===== src/rtl/keypad_scan_if.sv =====
// rtl/keypad_scan_if.sv - keypad matrix lines and debounced key output bundle
interface keypad_scan_if;
    logic [3:0] row_n;
    logic [2:0] col_n;
    logic [3:0] key_code;
    logic       key_valid;
    logic       key_held;

    modport master (
        input  row_n,
        output col_n,
        output key_code,
        output key_valid,
        output key_held
    );

    modport slave (
        output row_n,
        input  col_n,
        input  key_code,
        input  key_valid,
        input  key_held
    );
endinterface


===== src/rtl/keypad_scan.sv =====
// rtl/keypad_scan.sv - 4x3 keypad column scanner with debounce and one-shot key strobe
module keypad_scan #(
    parameter int SCAN_DIV       = 16,
    parameter int DEBOUNCE_SCANS = 4
) (
    input  logic          clk,
    input  logic          rst_n,
    input  logic          scan_en,
    keypad_scan_if.master kp
);
    localparam int DW = $clog2(SCAN_DIV);

    typedef enum logic [1:0] {S_IDLE, S_DEBOUNCE, S_HELD, S_RELEASE} state_t;

    logic [3:0]    row_s1, row_s2;
    logic [DW-1:0] div_cnt;
    logic [1:0]    col_idx;
    logic          idle;
    logic [11:0]   frame;
    logic          eval_pend;
    logic          col_end;

    state_t        state, state_nxt;
    logic [3:0]    cnt, cnt_nxt, cand, cand_nxt;
    logic          accept;
    logic [3:0]    accept_code;
    logic [3:0]    key_code_r;
    logic          key_valid_r;

    logic [3:0]    nbits;
    logic [3:0]    hit_idx;
    logic [3:0]    hit_key;
    logic          cls_none, cls_single;

    function automatic logic [3:0] key_of(input logic [3:0] idx);
        case (idx)
            4'd9:    key_of = 4'd10;
            4'd10:   key_of = 4'd0;
            4'd11:   key_of = 4'd11;
            default: key_of = idx + 4'd1;
        endcase
    endfunction

    assign col_end = (div_cnt == DW'(SCAN_DIV - 1));

    always_ff @(posedge clk or negedge rst_n) begin
        if (!rst_n) begin
            row_s1 <= 4'b1111;
            row_s2 <= 4'b1111;
        end else begin
            row_s1 <= kp.row_n;
            row_s2 <= row_s1;
        end
    end

    // After a re-enable, idle holds div_cnt at 0 for one edge so col0 gets a full slot.
    always_ff @(posedge clk or negedge rst_n) begin
        if (!rst_n) begin
            div_cnt   <= '0;
            col_idx   <= 2'd0;
            idle      <= 1'b0;
            frame     <= '0;
            eval_pend <= 1'b0;
        end else if (!scan_en) begin
            div_cnt   <= '0;
            col_idx   <= 2'd0;
            idle      <= 1'b1;
            frame     <= '0;
            eval_pend <= 1'b0;
        end else begin
            idle      <= 1'b0;
            eval_pend <= 1'b0;
            if (!idle) begin
                if (col_end) begin
                    div_cnt <= '0;
                    for (int r = 0; r < 4; r++)
                        frame[4'(r * 3) + 4'(col_idx)] <= ~row_s2[r];
                    col_idx   <= (col_idx == 2'd2) ? 2'd0 : col_idx + 2'd1;
                    eval_pend <= (col_idx == 2'd2);
                end else begin
                    div_cnt <= div_cnt + 1'b1;
                end
            end
        end
    end

    always_comb begin
        nbits   = 4'd0;
        hit_idx = 4'd0;
        for (int i = 0; i < 12; i++) begin
            if (frame[i]) begin
                nbits   = nbits + 4'd1;
                hit_idx = 4'(i);
            end
        end
        hit_key    = key_of(hit_idx);
        cls_none   = (nbits == 4'd0);
        cls_single = (nbits == 4'd1);
    end

    always_ff @(posedge clk or negedge rst_n) begin
        if (!rst_n) begin
            state <= S_IDLE;
            cnt   <= 4'd0;
            cand  <= 4'd0;
        end else if (!scan_en) begin
            state <= S_IDLE;
            cnt   <= 4'd0;
        end else begin
            state <= state_nxt;
            cnt   <= cnt_nxt;
            cand  <= cand_nxt;
        end
    end

    always_comb begin
        state_nxt   = state;
        cnt_nxt     = cnt;
        cand_nxt    = cand;
        accept      = 1'b0;
        accept_code = cand;
        if (eval_pend) begin
            case (state)
                S_IDLE: begin
                    if (cls_single) begin
                        cand_nxt = hit_key;
                        cnt_nxt  = 4'd1;
                        if (DEBOUNCE_SCANS == 1) begin
                            accept      = 1'b1;
                            accept_code = hit_key;
                            state_nxt   = S_HELD;
                        end else begin
                            state_nxt = S_DEBOUNCE;
                        end
                    end
                end
                S_DEBOUNCE: begin
                    if (cls_single && hit_key == cand) begin
                        cnt_nxt = cnt + 4'd1;
                        if (cnt + 4'd1 == 4'(DEBOUNCE_SCANS)) begin
                            accept    = 1'b1;
                            state_nxt = S_HELD;
                        end
                    end else begin
                        state_nxt = S_IDLE;
                        cnt_nxt   = 4'd0;
                    end
                end
                S_HELD: begin
                    if (cls_none) begin
                        cnt_nxt   = 4'd1;
                        state_nxt = (DEBOUNCE_SCANS == 1) ? S_IDLE : S_RELEASE;
                    end
                end
                S_RELEASE: begin
                    if (cls_none) begin
                        cnt_nxt = cnt + 4'd1;
                        if (cnt + 4'd1 == 4'(DEBOUNCE_SCANS)) begin
                            state_nxt = S_IDLE;
                            cnt_nxt   = 4'd0;
                        end
                    end else begin
                        state_nxt = S_HELD;
                    end
                end
                default: state_nxt = S_IDLE;
            endcase
        end
    end

    always_ff @(posedge clk or negedge rst_n) begin
        if (!rst_n) begin
            key_code_r  <= 4'd0;
            key_valid_r <= 1'b0;
        end else if (!scan_en) begin
            key_valid_r <= 1'b0;
        end else begin
            key_valid_r <= accept;
            if (accept)
                key_code_r <= accept_code;
        end
    end

    assign kp.col_n     = idle ? 3'b111 : ~(3'b001 << col_idx);
    assign kp.key_code  = key_code_r;
    assign kp.key_valid = key_valid_r;
    assign kp.key_held  = (state == S_HELD) || (state == S_RELEASE);
endmodule


===== src/flat_wrapper.sv =====
// flat-port wrapper written by rule: the top's interface ports become plain ports
module keypad_scan_flat 
#(
    parameter int SCAN_DIV       = 16,
    parameter int DEBOUNCE_SCANS = 4
)
  (clk, rst_n, scan_en, kp_row_n, kp_col_n, kp_key_code, kp_key_valid, kp_key_held);
  keypad_scan_if kp_i ();
  input  logic clk;
  input  logic rst_n;
  input  logic scan_en;
  input wire logic [$bits(kp_i.row_n)-1:0] kp_row_n;
  output wire logic [$bits(kp_i.col_n)-1:0] kp_col_n;
  output wire logic [$bits(kp_i.key_code)-1:0] kp_key_code;
  output wire logic [$bits(kp_i.key_valid)-1:0] kp_key_valid;
  output wire logic [$bits(kp_i.key_held)-1:0] kp_key_held;
  assign kp_i.row_n = kp_row_n;
  assign kp_col_n = kp_i.col_n;
  assign kp_key_code = kp_i.key_code;
  assign kp_key_valid = kp_i.key_valid;
  assign kp_key_held = kp_i.key_held;
  keypad_scan #(.SCAN_DIV(SCAN_DIV), .DEBOUNCE_SCANS(DEBOUNCE_SCANS)) u_core (.clk(clk), .rst_n(rst_n), .scan_en(scan_en), .kp(kp_i));
endmodule

===== config.mk =====
export PLATFORM = sky130hd
export DESIGN_NAME = keypad_scan_flat
export DESIGN_NICKNAME = d
export VERILOG_FILES = /design/src/rtl/keypad_scan_if.sv /design/src/rtl/keypad_scan.sv /design/src/flat_wrapper.sv
export SDC_FILE = /design/constraint.sdc
export NUM_CORES = 1
export LEC_CHECK = 0
export ABC_AREA = 1
export BUFFER_PORTS_ARGS = -buffer_cell sky130_fd_sc_hd__buf_2
export CAP_MARGIN = 20
export CORE_ASPECT_RATIO = 0.6
export CORE_UTILIZATION = 35
export DETAILED_ROUTE_END_ITERATION = 10
export HOLD_SLACK_MARGIN = 0.05
export PLACE_DENSITY = 0.55
export SLEW_MARGIN = 10
export SYNTH_ARGS = -nofsm -noshare
export SYNTH_HDL_FRONTEND = slang
export SYNTH_SLANG_ARGS = --single-unit

===== constraint.sdc =====
create_clock -name clk -period 7.5 [get_ports clk]
set_clock_uncertainty 0.1 [all_clocks]
set_input_delay 0.375 -clock clk [delete_from_list [all_inputs] [get_ports clk]]
set_output_delay 0.375 -clock clk [all_outputs]
set_load 0.02 [all_outputs]

# == Yosys cells after proc, flatten, opt, wreduce, memory -nomap -nowiden ==
# Cells that the tools add are included.
# word_totals
ff_bits,43
inputBits,7
out_inout_bits,9
elab_cells,149
# op_classes
add_sub_neg,18
magnitude_cmp,8
eq_ne,19
shifts,1
n_mux,73
bitwise_logic,5
n_reduce_logical,13
# ops
operator,count
2-to-1 mux 4 bit,25
"adder 4 x 1 -> 4 bit, second input constant",13
bitwise mux 12 bit,4
2-to-1 mux 12 bit,3
2-to-1 mux 2 bit,14
"equality test 4 bit, second input constant",4
one-hot mux 4 bit (4 select lines),1
"less-than comparator 4 x 5 -> 1 bit, second input constant",3
2-to-1 mux 1 bit,15
2-to-1 mux 3 bit,5
demux 1 bit (select 4 bit),3
">= comparator 4 x 1 -> 1 bit, second input constant",3
one-hot mux 4 bit (3 select lines),1
"inequality test 3 x 2 -> 1 bit, second input constant",3
"inequality test 4 bit, second input constant",2
one-hot mux 2 bit (4 select lines),1
AND reduction 4 bit,2
"equality test 2 bit, second input constant",3
logical AND 1 bit,5
"less-than comparator 2 x 5 -> 1 bit, second input constant",1
AND reduction 5 bit,1
"adder 3 x 2 -> 4 bit, first input constant",1
"adder 4 x 2 -> 4 bit, first input constant",1
"equality test 4 x 1 -> 1 bit, second input constant",1
other kinds (17),22

# == Logic depth before layout (Yosys ltp) ==
# Gate-level depths: netlist of the first run.
# depth
word_depth,29
mapped_depth,44
mapped_depth_nobuf,44

# == Least setup slack after synthesis of the first run ==
# OpenSTA, ideal clock, no wires.
# synth_timing
kind,reg-to-reg
start,register u_core.frame[1]
end,"register u_core.cand[1], in the netlist u_core.accept_code[1]"
setup_ns,0.131
arrival_ns,6.000
path_slack_ns,1.269
path_stages_with_launch,42
n_path_buf,0
cell_sequence,dfrtp_1 -> inv_1 -> ha_1 -> inv_1 -> nand2_1 -> nand2_1 -> ha_1 -> nand2_1 -> nand2_1 -> ha_1 -> or2_1 -> nand2_1 -> inv_1 -> ha_1 -> nand2_1 -> nand2_1 -> ha_1 -> nand2_1 -> [... 6 more ...] -> nand2_1 -> nand2_1 -> ha_1 -> or2_2 -> nand2_1 -> inv_1 -> ha_1 -> nand2_1 -> nand2_1 -> ha_1 -> nor2_1 -> a31oi_1 -> nor2_2 -> inv_1 -> nor2_4 -> nand3_2 -> nand2_1 -> o21ai_1
# synth_between
elab_chain_len,23
# synth_rtl
item,line_no,source
from (decl),keypad_scan.sv:19,logic [11:0] frame;
"from (signal, indexed assignment)",keypad_scan.sv:77,frame[4'(r * 3) + 4'(col_idx)] <= ~row_s2[r];
2-to-1 mux 4 bit,keypad_scan.sv:91,if (frame[i]) begin
adder 4 x 1 -> 4 bit,keypad_scan.sv:92,nbits = nbits + 4'd1;
2-to-1 mux 4 bit,keypad_scan.sv:91,
adder 4 x 1 -> 4 bit,keypad_scan.sv:92,
2-to-1 mux 4 bit,keypad_scan.sv:91,
adder 4 x 1 -> 4 bit,keypad_scan.sv:92,
2-to-1 mux 4 bit,keypad_scan.sv:91,
adder 4 x 1 -> 4 bit,keypad_scan.sv:92,
[... 7 more ...],-,
adder 4 x 1 -> 4 bit,keypad_scan.sv:92,
2-to-1 mux 4 bit,keypad_scan.sv:91,
adder 4 x 1 -> 4 bit,keypad_scan.sv:92,
2-to-1 mux 4 bit,keypad_scan.sv:91,
adder 4 x 1 -> 4 bit,keypad_scan.sv:92,
2-to-1 mux 4 bit,keypad_scan.sv:91,
equality test 4 x 1 -> 1 bit,keypad_scan.sv:98,cls_single = (nbits == 4'd1);
AND reduction 4 bit (no source line),-,
to (signal assigned),keypad_scan.sv:112,cand <= cand_nxt;
to (decl),keypad_scan.sv:24,"logic [3:0] cnt, cnt_nxt, cand, cand_nxt;"
# Several ways; a longest one is shown, not always the timed one.
# A chain may end at the register's enable or synchronous reset.

# == Final worst setup path of the first run ==
# layout_timing
start,register u_core.frame[1]
end,register u_core.cnt[0]
# layout_between
elab_chain_len,27
# layout_rtl
item,line_no,source
2-to-1 mux 4 bit,keypad_scan.sv:91,
adder 4 x 1 -> 4 bit,keypad_scan.sv:92,
2-to-1 mux 4 bit,keypad_scan.sv:91,
adder 4 x 1 -> 4 bit,keypad_scan.sv:92,
2-to-1 mux 4 bit,keypad_scan.sv:91,
adder 4 x 1 -> 4 bit,keypad_scan.sv:92,
2-to-1 mux 4 bit,keypad_scan.sv:91,
adder 4 x 1 -> 4 bit,keypad_scan.sv:92,
[... 11 more ...],-,
adder 4 x 1 -> 4 bit,keypad_scan.sv:92,
2-to-1 mux 4 bit,keypad_scan.sv:91,
equality test 4 x 1 -> 1 bit,keypad_scan.sv:98,
logical AND 1 bit,keypad_scan.sv:138,if (cls_single && hit_key == cand) begin
2-to-1 mux 4 bit,keypad_scan.sv:138,
one-hot mux 4 bit (4 select lines),keypad_scan.sv:123,case (state)
2-to-1 mux 4 bit,keypad_scan.sv:122,if (eval_pend) begin
2-to-1 mux 4 bit,keypad_scan.sv:106,end else if (!scan_en) begin
to (signal assigned),keypad_scan.sv:111,cnt <= cnt_nxt;
to (decl),keypad_scan.sv:24,
# Several ways; a longest one is shown, not always the timed one. The select of a mux whose other input is x is not followed.

==> summary.md, run 1 <==
| Metric | Value |
|---|---|
| Status | `finished, final reports clean` |
| Worst skew pair latency | `280 ps` |
| Most used DFF post-synth | `dfrtp_1` |
| Number of synthesized flops with an enable pin | `0` |
| Hold path cells | `1` |
| Layout cells sized above 1 | `17.8%` |
| Unrepaired setup endpoints after global routing | `false` |
| TNS Setup | `0 ps` |
| Grt peak-use layer | `met1` |
| Pleak | `2.00 nW` |
| Crit path buffers/inverters | `5` |
| Crit-path most repeated cell | `nand2_1` |
| Via count | `3066` |
| Grt total ovfl | `0` |
| Post-synth ARST share | `100%` |
| GR Layer Usage met1 | `24.7%` |
| PwrDens | `247 nW/um^2` |
| Post-CTS setup buffer count | `0` |
| Setup ws final | `736 ps` |
| R2R setup slack | `740 ps` |
| Total power | `0.977 mW` |
| Arr. time, crit path | `6890 ps` |
| Final ANT Viol Nets | `0` |
| Post-synthesis cell count | `499` |
| CTS H-tree lvls | `2` |
| Syn_area_per_cell | `7.16 um^2` |
| Final Max Tran Viols | `0` |
| Share of the synthesized area in the top cell type | `24.5%` |
| Maximum vdd drop | `0.0839 mV` |
| Post-Syn Nets | `531` |
| Dpl cells | `643` |
| Setup violations, final | `0` |
| Post-layout nets | `549` |
| Seq/Total Area, Yosys | `30.4%` |
| Leading area contributor after synthesis | `dfrtp_1` |
| First-pass iteration count of the detailed router | `4` |
| Vias per cell | `4.70` |
| CP startpoint | `u_core.frame[1]$_DFFE_PN0P_` |
| Area Growth Syn to Fin | `11.0%` |
| Tot GR Track Use | `15.7%` |
| Syn Std Cell Area | `3570 um^2` |
| # clock sinks | `43` |
| Cell family contributing the most delay on the critical path | `simple AND/OR/NAND/NOR gates` |
| Worst-path maximum fanout | `8` |
| Root Driver | `clkbuf_16` |
| Slew @ Worst Pin | `483 ps` |
| Rel. slew slack | `67.8%` |
| RR Endpoint | `u_core.cnt[0]$_DFFE_PN0P_` |
| Worst setup SP type | `flop` |
| CP Capture Type | `flop` |
| Register area | `1090 um^2` |
| Die Area | `10600 um^2` |
| Period utilization | `90.2%` |
| Die Height | `80.3 um` |
| N_diodes | `0` |
| Port Buffers | `15` |
| Worst Path Required | `7620 ps` |
| Post-route insts no fill | `653` |
| Seq cells post-synth | `43` |
| First-pass GRT wire length | `13600 um` |
| Fin util | `40.1%` |
| Most common cell after layout, fill and taps aside | `nand2_1` |
| Multi-input gate area | `2150 um^2` |
| Worst r2r path cells | `42` |
| Hpwl dp | `6160 um` |
| CTS buffer count | `5` |
| Met2 Use GR | `21.4%` |
| Most frequent cells in the layout | `nand2_1, inv_1, nand3_1, dfrtp_1, nand2_2` |
| Post-CTS Resized | `0` |
| Met3 global-route usage | `3.35%` |
| Min-Delay Endpoint | `u_core.row_s1[2]$_DFF_PN1_` |
| Hold_sp | `kp_row_n[2]` |
| Vias in the first global route | `2819` |
| Clk slew on worst S/H paths | `60 ps` |
| Iteration-0 DRC Markers | `228` |
| DP Area | `3790 um^2` |
| Initial antenna violation count | `0` |
| Critical path class | `reg2reg` |
| Max Fclk | `148 MHz` |
| Worst-case clock buffer depth | `2` |
| Ys Warns | `0` |
| Max_cap viols | `0` |
| Total wire length | `7700 um` |
| Io pins | `16` |
| CP max-delay cell | `dfrtp_1` |
| CP max stage delay | `360 ps` |
| Fillers | `1053` |
| Starting Density | `36.2%` |
| Reg2reg start | `u_core.frame[1]$_DFFE_PN0P_` |
| Area contributors post-synth | `dfrtp_1, nand2_1, ha_1` |
| Area of the core | `9880 um^2` |
| Min Tclk post-route | `6760 ps` |
| Fin Hold WS | `83.4 ps` |
| Largest net degree at the start of global routing | `44` |
| Post-synthesis cell type count | `39` |
| Dpl ws | `751 ps` |
| Gpl congestion | `0.814` |
| DRC violations left | `0` |
| TritonCTS clock tree | `built` |
| DR WL/cell | `11.8 um` |
| Final hold vios | `0` |
| Row count | `28` |
| Die width | `132 um` |
| Hold Path Class | `in2reg` |
| Finished Cell Area | `3960 um^2` |
==> layer usage <==
| layer | share of wire (%) | wire, um |
|---|---|---|
| met5 | 0 | 0 |
| met4 | 0.42 | 32 |
| met3 | 4.6 | 357 |
| met2 | 36 | 2800 |
| met1 | 59 | 4510 |
==> kinds of logic after synthesis <==
logic type,Yosys count,synth area share (%)
xor gates and xnor gates,7,2.24
AOI/OAI and AO/OA,75,12.1
buffers and inverters,89,9.39
adders and majority gates,25,8.76
DFF,43,30.4
muxes,1,0.280
and+or+nand+nor,259,36.8
==> how the worst max path moves through the flow <==
| stage | end | cells after the start |
|---|---|---|
| after floorplan | u_core.accept_code[1]$_DFFE_PN0P_ | 41 |
| after global placement | u_core.accept_code[1]$_DFFE_PN0P_ | 40 |
| after detailed placement | u_core.accept_code[1]$_DFFE_PN0P_ | 41 |
| after CTS | u_core.state[1]$_DFFE_PN0P_ | 42 |
| after global routing | u_core.state[0]$_DFFE_PN0P_ | 43 |
| final | u_core.cnt[0]$_DFFE_PN0P_ | 42 |
==> synthesized netlist by cell type (2+ instances only) <==
| cell | number |
|---|---|
| nand3_4 | 2 |
| ha_1 | 25 |
| o21ai_1 | 13 |
| dfstp_2 | 8 |
| o22ai_1 | 2 |
| nand3_2 | 18 |
| xnor2_1 | 2 |
| nand4_1 | 4 |
| o211ai_1 | 3 |
| inv_1 | 79 |
| nand3_1 | 45 |
| inv_2 | 2 |
| a31oi_1 | 8 |
| a211oi_1 | 2 |
| o21ai_0 | 25 |
| clkbuf_1 | 4 |
| o2111ai_1 | 3 |
| clkinv_1 | 2 |
| or2_2 | 3 |
| a21oi_1 | 16 |
| nor2_2 | 3 |
| nor2_4 | 2 |
| nand2_4 | 2 |
| nor2_1 | 22 |
| nand2_1 | 120 |
| xor2_1 | 4 |
| nand2_2 | 26 |
| nor3_1 | 9 |
| dfrtp_1 | 35 |
==> state kept, by name (all words and copies together), names as in the netlist <==
| register | cells |
|---|---|
| u_core.frame | 12 |
| u_core.accept_code | 4 |
| u_core.cnt | 4 |
| u_core.div_cnt | 4 |
| u_core.kp.key_code | 4 |
| u_core.row_s1 | 4 |
| u_core.row_s2 | 4 |
| u_core.col_idx | 2 |
| u_core.state | 2 |
| u_core.eval_pend | 1 |
| u_core.idle | 1 |
| u_core.kp.key_valid | 1 |
==> report_power, final <==
part | internal [mW] | switching (mW)
Combinational | 0.164 | 0.319
Clock | 0.123 | 0.0885
Sequential | 0.253 | 0.0291
==> area by class of cell <==
type	instances	area share, %
clock inverters	2	0.316
multi-input cells	367	54.3
inverters	83	7.86
clock buffers	6	3.25
repair buffers	17	2.65
flip-flops and latches	43	27.4
well taps	135	4.26
==> what timing repair did <==
item,in CTS,in global routing
hold buffers,0,1
setup endpoints to repair,0,0
hold endpoints to repair,0,6
Power figures use the tool's default switching activity.
==> run 2: changes to the inputs <==
Settings changed: BUFFER_PORTS_ARGS -buffer_cell sky130_fd_sc_hd__buf_2 to default, DONT_BUFFER_PORTS from default to 1, PLACE_DENSITY 0.55 to 0.54.
==> run 2 against run 1 <==
Against the previous run: first-iteration DRC count is 34% lower; maximum frequency is 1.1% lower; register-to-register slack worse by 70 ps; design area hardly changed; global-route usage is 0.13 points higher; clock-buffer cell count stayed put; sequential power hardly changed; highest routed layer unchanged.
==> summary.md, run 2 (same netlist as run 1, synthesis figures left out) <==
| Metric | Value |
|---|---|
| Period utilization | `91.2% (was 90.2%)` |
| Most frequent cells in the layout | `nand2_1, inv_1, nand3_1, dfrtp_1, nand2_2 (unchanged)` |
| Total wire length | `7910 um (was 7700 um)` |
| RR Endpoint | `u_core.accept_code[1]$_DFFE_PN0P_ (was u_core.cnt[0]$_DFFE_PN0P_)` |
| Finished Cell Area | `3960 um^2 (about the same)` |
| Hold_sp | `scan_en (was kp_row_n[2])` |
| Starting Density | `36.2% (unchanged)` |
| DRC violations left | `0 (unchanged)` |
| Worst setup SP type | `flop (unchanged)` |
| Vias in the first global route | `2767 (was 2819)` |
| First-pass iteration count of the detailed router | `4 (unchanged)` |
| CP max stage delay | `360 ps (about the same)` |
| Worst-case clock buffer depth | `2 (unchanged)` |
| PwrDens | `255 nW/um^2 (was 247 nW/um^2)` |
| Fillers | `1053 (unchanged)` |
| CP Capture Type | `flop (unchanged)` |
| Grt total ovfl | `0 (unchanged)` |
| TritonCTS clock tree | `built (unchanged)` |
| Die width | `132 um (unchanged)` |
| Die Area | `10600 um^2 (unchanged)` |
| Slew @ Worst Pin | `456 ps (was 483 ps)` |
| Vias per cell | `4.81 (was 4.70)` |
| CTS H-tree lvls | `2 (unchanged)` |
| Via count | `3089 (was 3066)` |
| Port Buffers | `0 (was 15)` |
| Post-layout nets | `538 (was 549)` |
| CTS buffer count | `5 (unchanged)` |
| First-pass GRT wire length | `13300 um (was 13600 um)` |
| Arr. time, crit path | `6890 ps (about the same)` |
| Hold Path Class | `in2reg (unchanged)` |
| Final ANT Viol Nets | `0 (unchanged)` |
| Rel. slew slack | `69.4% (was 67.8%)` |
| Clk slew on worst S/H paths | `60 ps (about the same)` |
| Final hold vios | `0 (unchanged)` |
| Worst r2r path cells | `41 (was 42)` |
| Pleak | `1.98 nW (was 2.00 nW)` |
| Maximum vdd drop | `0.0983 mV (was 0.0839 mV)` |
| Tot GR Track Use | `15.9% (was 15.7%)` |
| Largest Register | `u_core.frame (unchanged)` |
| Area Growth Syn to Fin | `10.9% (was 11.0%)` |
| Worst-path maximum fanout | `8 (unchanged)` |
| DR WL/cell | `12.3 um (was 11.8 um)` |
| Row count | `28 (unchanged)` |
| Min-Delay Endpoint | `u_core.frame[11]$_DFFE_PN0P_ (was u_core.row_s1[2]$_DFF_PN1_)` |
| N_diodes | `0 (unchanged)` |
| Area of the core | `9880 um^2 (unchanged)` |
| Reg2reg start | `u_core.frame[1]$_DFFE_PN0P_ (unchanged)` |
| Initial antenna violation count | `0 (unchanged)` |
| Largest net degree at the start of global routing | `44 (unchanged)` |
| Most common cell after layout, fill and taps aside | `nand2_1 (unchanged)` |
| CP max-delay cell | `dfrtp_1 (unchanged)` |
| Min Tclk post-route | `6840 ps (was 6760 ps)` |
| Critical path class | `reg2reg (unchanged)` |
| Iteration-0 DRC Markers | `151 (was 228)` |
| Gpl congestion | `0.850 (was 0.814)` |
| Max_cap viols | `0 (unchanged)` |
| Max Fclk | `146 MHz (was 148 MHz)` |
| Crit-path most repeated cell | `nand2_1 (unchanged)` |
| Status | `finished, final reports clean (unchanged)` |
| Max reg flops | `12 (unchanged)` |
| Unrepaired setup endpoints after global routing | `false (unchanged)` |
| # clock sinks | `43 (unchanged)` |
| Worst skew pair latency | `290 ps (was 280 ps)` |
| Layout cells sized above 1 | `15.2% (was 17.8%)` |
| Hpwl dp | `6240 um (was 6160 um)` |
| R2R setup slack | `660 ps (was 740 ps)` |
| Root Driver | `clkbuf_16 (unchanged)` |
| Io pins | `16 (unchanged)` |
| Hold path cells | `2 (was 1)` |
| TNS Setup | `0 ps (unchanged)` |
| Die Height | `80.3 um (unchanged)` |
| DP Area | `3720 um^2 (was 3790 um^2)` |
| Setup violations, final | `0 (unchanged)` |
| Worst Path Required | `7560 ps (was 7620 ps)` |
| Final Max Tran Viols | `0 (unchanged)` |
==> run 2: where the power goes <==
group          internal, mW  switching [mW]
Clock                 0.157          0.0914
Combinational         0.162           0.315
Sequential            0.253          0.0330
Total                 0.572           0.439
==> run 2: worst max-delay path by stage <==
stage | startpoint | endpoint | slack, ps | depth (start not counted)
after floorplan | u_core.frame[1]$_DFFE_PN0P_ | u_core.accept_code[1]$_DFFE_PN0P_ | 1270 | 41
after global placement | u_core.frame[1]$_DFFE_PN0P_ | u_core.accept_code[1]$_DFFE_PN0P_ | 890 | 41
after detailed placement | u_core.frame[1]$_DFFE_PN0P_ | u_core.accept_code[1]$_DFFE_PN0P_ | 750 | 41
after CTS | u_core.frame[1]$_DFFE_PN0P_ | u_core.accept_code[1]$_DFFE_PN0P_ | 690 | 41
after global routing | u_core.frame[1]$_DFFE_PN0P_ | u_core.accept_code[1]$_DFFE_PN0P_ | 40 | 41
final | u_core.frame[1]$_DFFE_PN0P_ | u_core.accept_code[1]$_DFFE_PN0P_ | 660 | 41
==> run 2: worst max-delay path: cells and delay by family (launching register included) <==
kind | cells | cell delay (ps)
buffers and inverters | 6 | 380
AO/OA/AOI/OAI | 2 | 130
AND/OR/NAND/NOR | 23 | 2990
flip-flops | 1 | 360
adder cells (fa/ha/maj) | 10 | 2760
==> run 2: layout make-up <==
cell class / instances / area, um^2 / share of cell area [%]
clock buffers: 6 / 129 / 3.25
well taps: 135 / 169 / 4.26
inverters: 83 / 312 / 7.86
multi-input cells: 367 / 2150 / 54.3
clock inverters: 2 / 37.5 / 0.948
repair buffers: 6 / 77.6 / 1.96
flip-flops and latches: 43 / 1090 / 27.4
==> run 2: metal layers <==
layer / global-route usage, % / vias to the layer above / routed length [um]
met5: 0 / - / 0
met4: 3.45 / 0 / 46
met3: 3.66 / 4 / 301
met2: 21.5 / 48 / 2830
met1: 24.6 / 1397 / 4730
li1: - / 1640 / -
==> run 2: what timing repair did <==
item,4_1_cts,5_1_grt
endpoints found under the hold margin,47,0
setup buffers,0,0
resized for setup,0,0
hold buffers,6,0
==> run 2: per-stage QoR <==
stage               setup WS [ps]  std cells  power, mW  utilization (%)  hold slack [ps]
global placement              888        628      0.746             37.6            -19.3
CTS                           688        642       1.02             40.1              137
finish                        663        642       1.01             40.1              148
global route                 37.6        642       1.10             40.1              153
floorplan                    1270        499      0.669                -            -20.6
detailed placement            748        628      0.754             37.6            -19.1
